==> config.mk <==
export PLATFORM = sky130hd
export DESIGN_NAME = serial_add_sub
export DESIGN_NICKNAME = d
export VERILOG_FILES = /design/src/rtl/alu_pkg.sv /design/src/rtl/bit_full_adder.sv /design/src/rtl/serial_add_sub.sv
export SDC_FILE = /design/constraint.sdc
export NUM_CORES = 1
export LEC_CHECK = 0
export BUFFER_PORTS_ARGS = -buffer_cell sky130_fd_sc_hd__clkbuf_2
export CORE_ASPECT_RATIO = 0.9
export CORE_MARGIN = 3
export CORE_UTILIZATION = 45
export DETAILED_ROUTE_END_ITERATION = 10
export GPL_TIMING_DRIVEN = 0
export PLACE_DENSITY = 0.7
export SLEW_MARGIN = 0
export SYNTH_ARGS = -nofsm -noshare
export SYNTH_HDL_FRONTEND = slang
export SYNTH_SLANG_ARGS = --single-unit
==> constraint.sdc <==
create_clock -name clk -period 4.75 [get_ports clk]
set_clock_uncertainty 0.2 [all_clocks]
set_input_delay 0.95 -clock clk [delete_from_list [all_inputs] [get_ports clk]]
set_output_delay 0.95 -clock clk [all_outputs]
set_load 0.02 [all_outputs]
==> src/rtl/alu_pkg.sv <==
// Shared definitions for the small arithmetic units: FSM state encoding and
// the opcode values carried on the subtract select.
package alu_pkg;

    typedef enum logic {
        IDLE = 1'b0,
        RUN  = 1'b1
    } state_e;

    localparam logic OP_ADD = 1'b0;
    localparam logic OP_SUB = 1'b1;

endpackage : alu_pkg

==> src/rtl/bit_full_adder.sv <==
// Single-bit structural full adder; the entire combinational datapath of the
// bit-serial adder/subtractor.
module bit_full_adder (
    input  logic a,
    input  logic b,
    input  logic cin,
    output logic sum,
    output logic cout
);

    logic a_x_b;

    assign a_x_b = a ^ b;
    assign sum   = a_x_b ^ cin;
    assign cout  = (a & b) | (cin & a_x_b);

endmodule : bit_full_adder

==> src/rtl/serial_add_sub.sv <==
// Bit-serial two's-complement adder/subtractor: one bit per clock, LSB first,
// through a single full-adder cell, with a start/done handshake.
module serial_add_sub
    import alu_pkg::*;
#(
    parameter  int WIDTH = 32,
    localparam int CNT_W = $clog2(WIDTH)
) (
    input  logic             clk,
    input  logic             reset,
    input  logic             start,
    input  logic             subtract,
    input  logic [WIDTH-1:0] a,
    input  logic [WIDTH-1:0] b,
    output logic             busy,
    output logic             done,
    output logic [WIDTH-1:0] result,
    output logic             carryout,
    output logic             overflow,
    output logic             zero
);

    localparam logic [CNT_W-1:0] LAST_BIT = CNT_W'(WIDTH - 1);

    state_e             state_q,  state_d;
    logic [WIDTH-1:0]   sa_q,     sa_d;
    logic [WIDTH-1:0]   sb_q,     sb_d;
    logic [WIDTH-1:0]   sr_q,     sr_d;
    logic               c_q,      c_d;
    logic [CNT_W-1:0]   cnt_q,    cnt_d;
    logic               busy_q,   busy_d;
    logic               done_q,   done_d;
    logic [WIDTH-1:0]   result_q, result_d;
    logic               co_q,     co_d;
    logic               ovf_q,    ovf_d;
    logic               zero_q,   zero_d;

    logic               fa_sum;
    logic               fa_cout;
    logic [WIDTH-1:0]   sr_next;

    bit_full_adder u_fa (
        .a    (sa_q[0]),
        .b    (sb_q[0]),
        .cin  (c_q),
        .sum  (fa_sum),
        .cout (fa_cout)
    );

    assign sr_next = {fa_sum, sr_q[WIDTH-1:1]};

    always_comb begin
        // NOTE: every next-state signal takes its held value first, so no path through this block can infer a latch.
        state_d  = state_q;
        sa_d     = sa_q;
        sb_d     = sb_q;
        sr_d     = sr_q;
        c_d      = c_q;
        cnt_d    = cnt_q;
        busy_d   = busy_q;
        done_d   = 1'b0;
        result_d = result_q;
        co_d     = co_q;
        ovf_d    = ovf_q;
        zero_d   = zero_q;

        unique case (state_q)
            IDLE: begin
                if (start) begin
                    // Subtraction is a + ~b + 1: invert B and seed the carry with 1.
                    state_d = RUN;
                    sa_d    = a;
                    sb_d    = (subtract == OP_SUB) ? ~b : b;
                    c_d     = subtract;
                    cnt_d   = '0;
                    sr_d    = '0;
                    busy_d  = 1'b1;
                end
            end
            RUN: begin
                sr_d  = sr_next;
                sa_d  = sa_q >> 1;
                sb_d  = sb_q >> 1;
                c_d   = fa_cout;
                cnt_d = cnt_q + 1'b1;
                if (cnt_q == LAST_BIT) begin
                    // Overflow is the carry into the sign bit disagreeing with the carry out of it.
                    state_d  = IDLE;
                    busy_d   = 1'b0;
                    done_d   = 1'b1;
                    result_d = sr_next;
                    co_d     = fa_cout;
                    ovf_d    = c_q ^ fa_cout;
                    zero_d   = (sr_next == '0);
                end
            end
            default: state_d = IDLE;
        endcase
    end

    always_ff @(posedge clk) begin
        if (reset) begin
            state_q  <= IDLE;
            sa_q     <= '0;
            sb_q     <= '0;
            sr_q     <= '0;
            c_q      <= 1'b0;
            cnt_q    <= '0;
            busy_q   <= 1'b0;
            done_q   <= 1'b0;
            result_q <= '0;
            co_q     <= 1'b0;
            ovf_q    <= 1'b0;
            zero_q   <= 1'b0;
        end else begin
            // NOTE: non-blocking assignments so every register updates from values sampled before the edge.
            state_q  <= state_d;
            sa_q     <= sa_d;
            sb_q     <= sb_d;
            sr_q     <= sr_d;
            c_q      <= c_d;
            cnt_q    <= cnt_d;
            busy_q   <= busy_d;
            done_q   <= done_d;
            result_q <= result_d;
            co_q     <= co_d;
            ovf_q    <= ovf_d;
            zero_q   <= zero_d;
        end
    end

    assign busy     = busy_q;
    assign done     = done_q;
    assign result   = result_q;
    assign carryout = co_q;
    assign overflow = ovf_q;
    assign zero     = zero_q;

endmodule : serial_add_sub

## Word level (Yosys, flattened, before mapping)

Cells that the tools add are included.

- Add/sub/neg operators: 1
- Equality and inequality tests: 3
- Multiplexer cells: 18
- Bitwise gates (word level): 8
- Reduce and logical (&&, ||, !) cells: 4

Operators by type and width:

| kind | number |
|---|---|
| $pmux W32 S2 | 3 |
| $mux W32 | 4 |
| $logic_not A32 Y1 | 1 |
| $not A32 Y32 | 1 |
| $pmux W5 S2 | 1 |
| $mux W1 | 6 |
| $pmux W1 S2 | 3 |
| $add A5 B1 Y5 const B | 1 |
| $eq A5 B5 Y1 const B | 1 |
| $mux W5 | 1 |
| $reduce_and A2 Y1 | 2 |
| $xor A1 B1 Y1 | 3 |
| $and A1 B1 Y1 | 2 |
| $ne A2 B1 Y1 const B | 1 |
| $ne A2 B2 Y1 const B | 1 |
| $reduce_or A2 Y1 | 1 |
| $not A1 Y1 | 1 |
| $or A1 B1 Y1 | 1 |

- Bits in registers: 140
- Input bits: 68
- Word-level logic and storage cells: 46

## Depth between registers and ports, before layout

- Depth in word-level cells: 4
- Gate-level depth with buffers: 7
- Gate-level depth less buffers: 7

## Modules after synthesis

A second synthesis with hierarchy kept.

- Cell total of the unflattened synthesis: 695
- Area total of the unflattened synthesis: 6154.7 µm²

Modules (own cells, without submodules):

| module | times used | cells each | area each (µm²) | sequential area each (µm²) |
|---|---|---|---|---|
| serial_add_sub | 1 | 694 | 6134.6 | 2782.7 |
| bit_full_adder | 1 | 1 | 20.0 | 0.0 |

## Worst setup path before layout

OpenSTA, ideal clock, no wires.

- Path kind: input to register
- Start point: in reset
- End point: reg sa_q[10]
- Arrival: 1647 ps
- Data required time: 4422 ps
- Slack: 2776 ps
- Stages: 4
- Path through: buf_2 > buf_2 > buf_1 > nor2_1

RTL lines:

| what | RTL line | source |
|---|---|---|
| from (decl) | serial_add_sub.sv:10 | `input logic reset,` |
| to (signal assigned) | serial_add_sub.sv:104 | `sa_q <= '0;` |
| to (signal assigned) | serial_add_sub.sv:118 | `sa_q <= sa_d;` |
| to (decl) | serial_add_sub.sv:26 | `logic [WIDTH-1:0] sa_q, sa_d;` |

No word-level cell between the ends.

## Worst setup path in the final report

- Start point: reg busy_q, in the netlist busy
- End point: out busy

RTL lines:

| what | RTL line | source |
|---|---|---|
| from (decl) | serial_add_sub.sv:31 | `logic busy_q, busy_d;` |
| from (signal assigned) | serial_add_sub.sv:123 | `busy_q <= busy_d;` |
| to (decl) | serial_add_sub.sv:15 | `output logic busy,` |

No word-level cell between the ends.

==> metrics.txt <==
outcome finished clean; Post-Route Hold Slack 0.255 ns; number of placement rows 39; flip-flop and latch count after synthesis 139; wire length of the first global-routing pass 23.5 mm; CP endpoint kind primary output; Mapped Avg Cell Area 9.02 um2; hold violation count in the final report 0; wirelength, routed 14.2 mm; source of the worst register-to-register timing path cnt_q[0]; worst vdd rail ir drop 0.262 mV; relative slew slack 67.3%; slew at the pin closest to its max-slew limit 0.490 ns; dpl cells 923; mean routed wirelength per cell 14.9 um; total of endpoints with negative setup slack in the final report 0; startpoint type of the worst setup path flop; Top Family by Delay on Critical Path flip-flops; Syn Nets 729; synthesis-to-layout area growth 21.1%; sum of net half-perimeters after detailed placement 10.0 mm; maximum cell stage delay along the critical path 0.37 ns; number of slew-limit violations in the final report 0; critical-path maximum fanout 2; I/O Pins 105; class of the worst hold path flop to flop; largest area contributor in the netlist sky130_fd_sc_hd__dfxtp_1; count of unique library cells instantiated by Yosys 32; proportion of layout cells with a drive suffix above 1 23.4%; launching element of the worst setup path busy; power per unit of standard cell area 384 nW/um2; cell with the largest stage delay on the worst path sky130_fd_sc_hd__dfxtp_1; total global-route track usage 19.7%; core box area 12800 um2; max_cap viols 0; leading post-synthesis cells by cell area sky130_fd_sc_hd__dfxtp_1 47%, sky130_fd_sc_hd__nor2_1 10%, sky130_fd_sc_hd__a21oi_1 8.3%, sky130_fd_sc_hd__mux2i_1 5.7%, sky130_fd_sc_hd__a22o_1 4.9%; Seq/Total Area, Yosys 46.9%; CTS tree yes; share of flip-flops with an asynchronous set or reset 0%; most common flop cell mapped by yosys sky130_fd_sc_hd__dfxtp_1; largest net degree at the start of global routing 17; Initial Utilization 46.4%; Post-Synthesis Cells 658; initial antenna violation count 0; diodes inserted 0; data arrival time at the worst-slack endpoint 0.98 ns; number of levels the H-tree was split into 4; Achievable Freq 0.469 GHz; startpoint of the lowest-slack hold path result[0]; part of the cycle the worst path needs 44.9%; Clk Latency, worst-skew pair 0.41 ns; DRC violation count after routing 0; total standard cell area after synthesis 5940 um2; time the final worst path needs with I/O delays and setup 2.13 ns; die height 115 um; First-pass DRT Iterations 5; quantity of gates resized following cts 0; Port-buffer cells 101; drt first-iter violations 437; vias in the first global route 4876; total of hold buffers inserted after clock tree synthesis 0; Sum Neg Setup Slack 0 ns; cells traversed along the worst timing path clkbuf_2; drt via density 5.37; synthesis warning total 0; floorplan die area 14600 um2; buffering stage count on the worst path with inverters included 1; static leakage 3.05 nW; most instantiated library cell after synthesis sky130_fd_sc_hd__nor2_1; Max clock buf depth 2; number of buffers inserted to repair setup after CTS 0; Placer Congestion 0.865; total congestion overflow after global routing 0; Root Buffer sky130_fd_sc_hd__clkbuf_16; number of enable flip-flop cells after synthesis 0; top post-synthesis cells by count 162 x sky130_fd_sc_hd__nor2_1, 139 x sky130_fd_sc_hd__dfxtp_1, 99 x sky130_fd_sc_hd__a21oi_1; RSZ-0062 raised after global routing no; non-filler cells, final 951; clock sinks 139; type of the worst setup path flop to primary output; TritonCTS buffer count 17; data required time of the critical path 3.60 ns; Total Nets Final 849; number of vias in the routed layout 5106; area share of the largest cell type after synthesis 46.9%; post-route antenna net violation count 0; Die X 127 um; Worst-path clk slew 0.06 ns
final cells by class:
cell class / instances / area [um2]
Buffer: 60 / 372
Clock buffer: 22 / 474
Clock inverter: 6 / 67.6
Fill cell: 1155 / 5590
Multi-Input combinational cell: 459 / 2780
Sequential cell: 139 / 2780
Tap cell: 164 / 205
Timing Repair Buffer: 101 / 505
placed cells by master (no fill, tap or decap), drive strengths merged, types with 2 or more instances in the layout:
| cell | Yosys | final |
|---|---|---|
| a22o | 33 | 33 |
| dfxtp | 139 | 139 |
| ha | 2 | 2 |
| nand2 | 3 | 3 |
| clkbuf | 11 | 134 |
| nor4 | 8 | 8 |
| nand3 | 4 | 4 |
| nor2b | 3 | 3 |
| xnor2 | 32 | 32 |
| o21ai | 3 | 3 |
| buf | 49 | 49 |
| mux2i | 34 | 34 |
| clkinvlp | 0 | 2 |
| nor2 | 163 | 163 |
| nor3 | 2 | 2 |
| a211oi | 31 | 31 |
| nor3b | 33 | 33 |
| clkinv | 0 | 3 |
| a21oi | 100 | 100 |
metrics by stage:
step           setup WS [ns]  area (um2)  util (%)  power [mW]
2_1_floorplan           2.78        5940         -        1.47
3_3_place_gp            2.48        6650      52.0        1.54
3_5_place_dp            2.45        6650      52.0        1.55
4_1_cts                 2.62        7190      56.2        2.77
5_1_grt                 2.50        7190      56.2        2.86
6_report                2.62        7190      56.2        2.76
path summary, 6_finish.rpt:
path,endpoint,depth (start not counted),slack (ns)
max,busy,1,2.62
min,result[0],2,0.26
max reg2reg,result[17],7,2.65
min reg2reg,result[0],2,0.26
routing by layer:
layer | vias to the layer above | share of wire [%] | track usage (%)
met5 | - | 0 | 0
met1 | 2424 | 47 | 26.1
met4 | 0 | 0.98 | 6.15
met3 | 13 | 4.7 | 4.46
li1 | 2533 | - | -
met2 | 136 | 47 | 32.2
registers in the layout (all words and copies together) (netlist names):
register  cells
busy          1
carryout      1
sa_q         32
result       32
state_q       1
done          1
sr_q         31
zero          1
overflow      1
cnt_q         5
c_q           1
sb_q         32
where the power goes:
group	leakage, nW	switching [mW]	internal, mW
Combinational	1.66	0.171	0.127
Clock	0.260	0.478	0.750
Sequential	1.13	0.0247	1.21
cell families (layout without fill, tap and decap cells):
family          Yosys count  in the layout  share of synthesized area [%]
fa+ha+maj                 3              3                          0.758
simple gates            219            219                           16.8
xor+xnor                 33             33                           4.87
flops                   139            139                           46.9
compound gates          170            170                           18.7
mux                      34             34                           5.73
buf+inv                  60            189                           6.26
No activity file was read; power rests on OpenSTA's default activity.
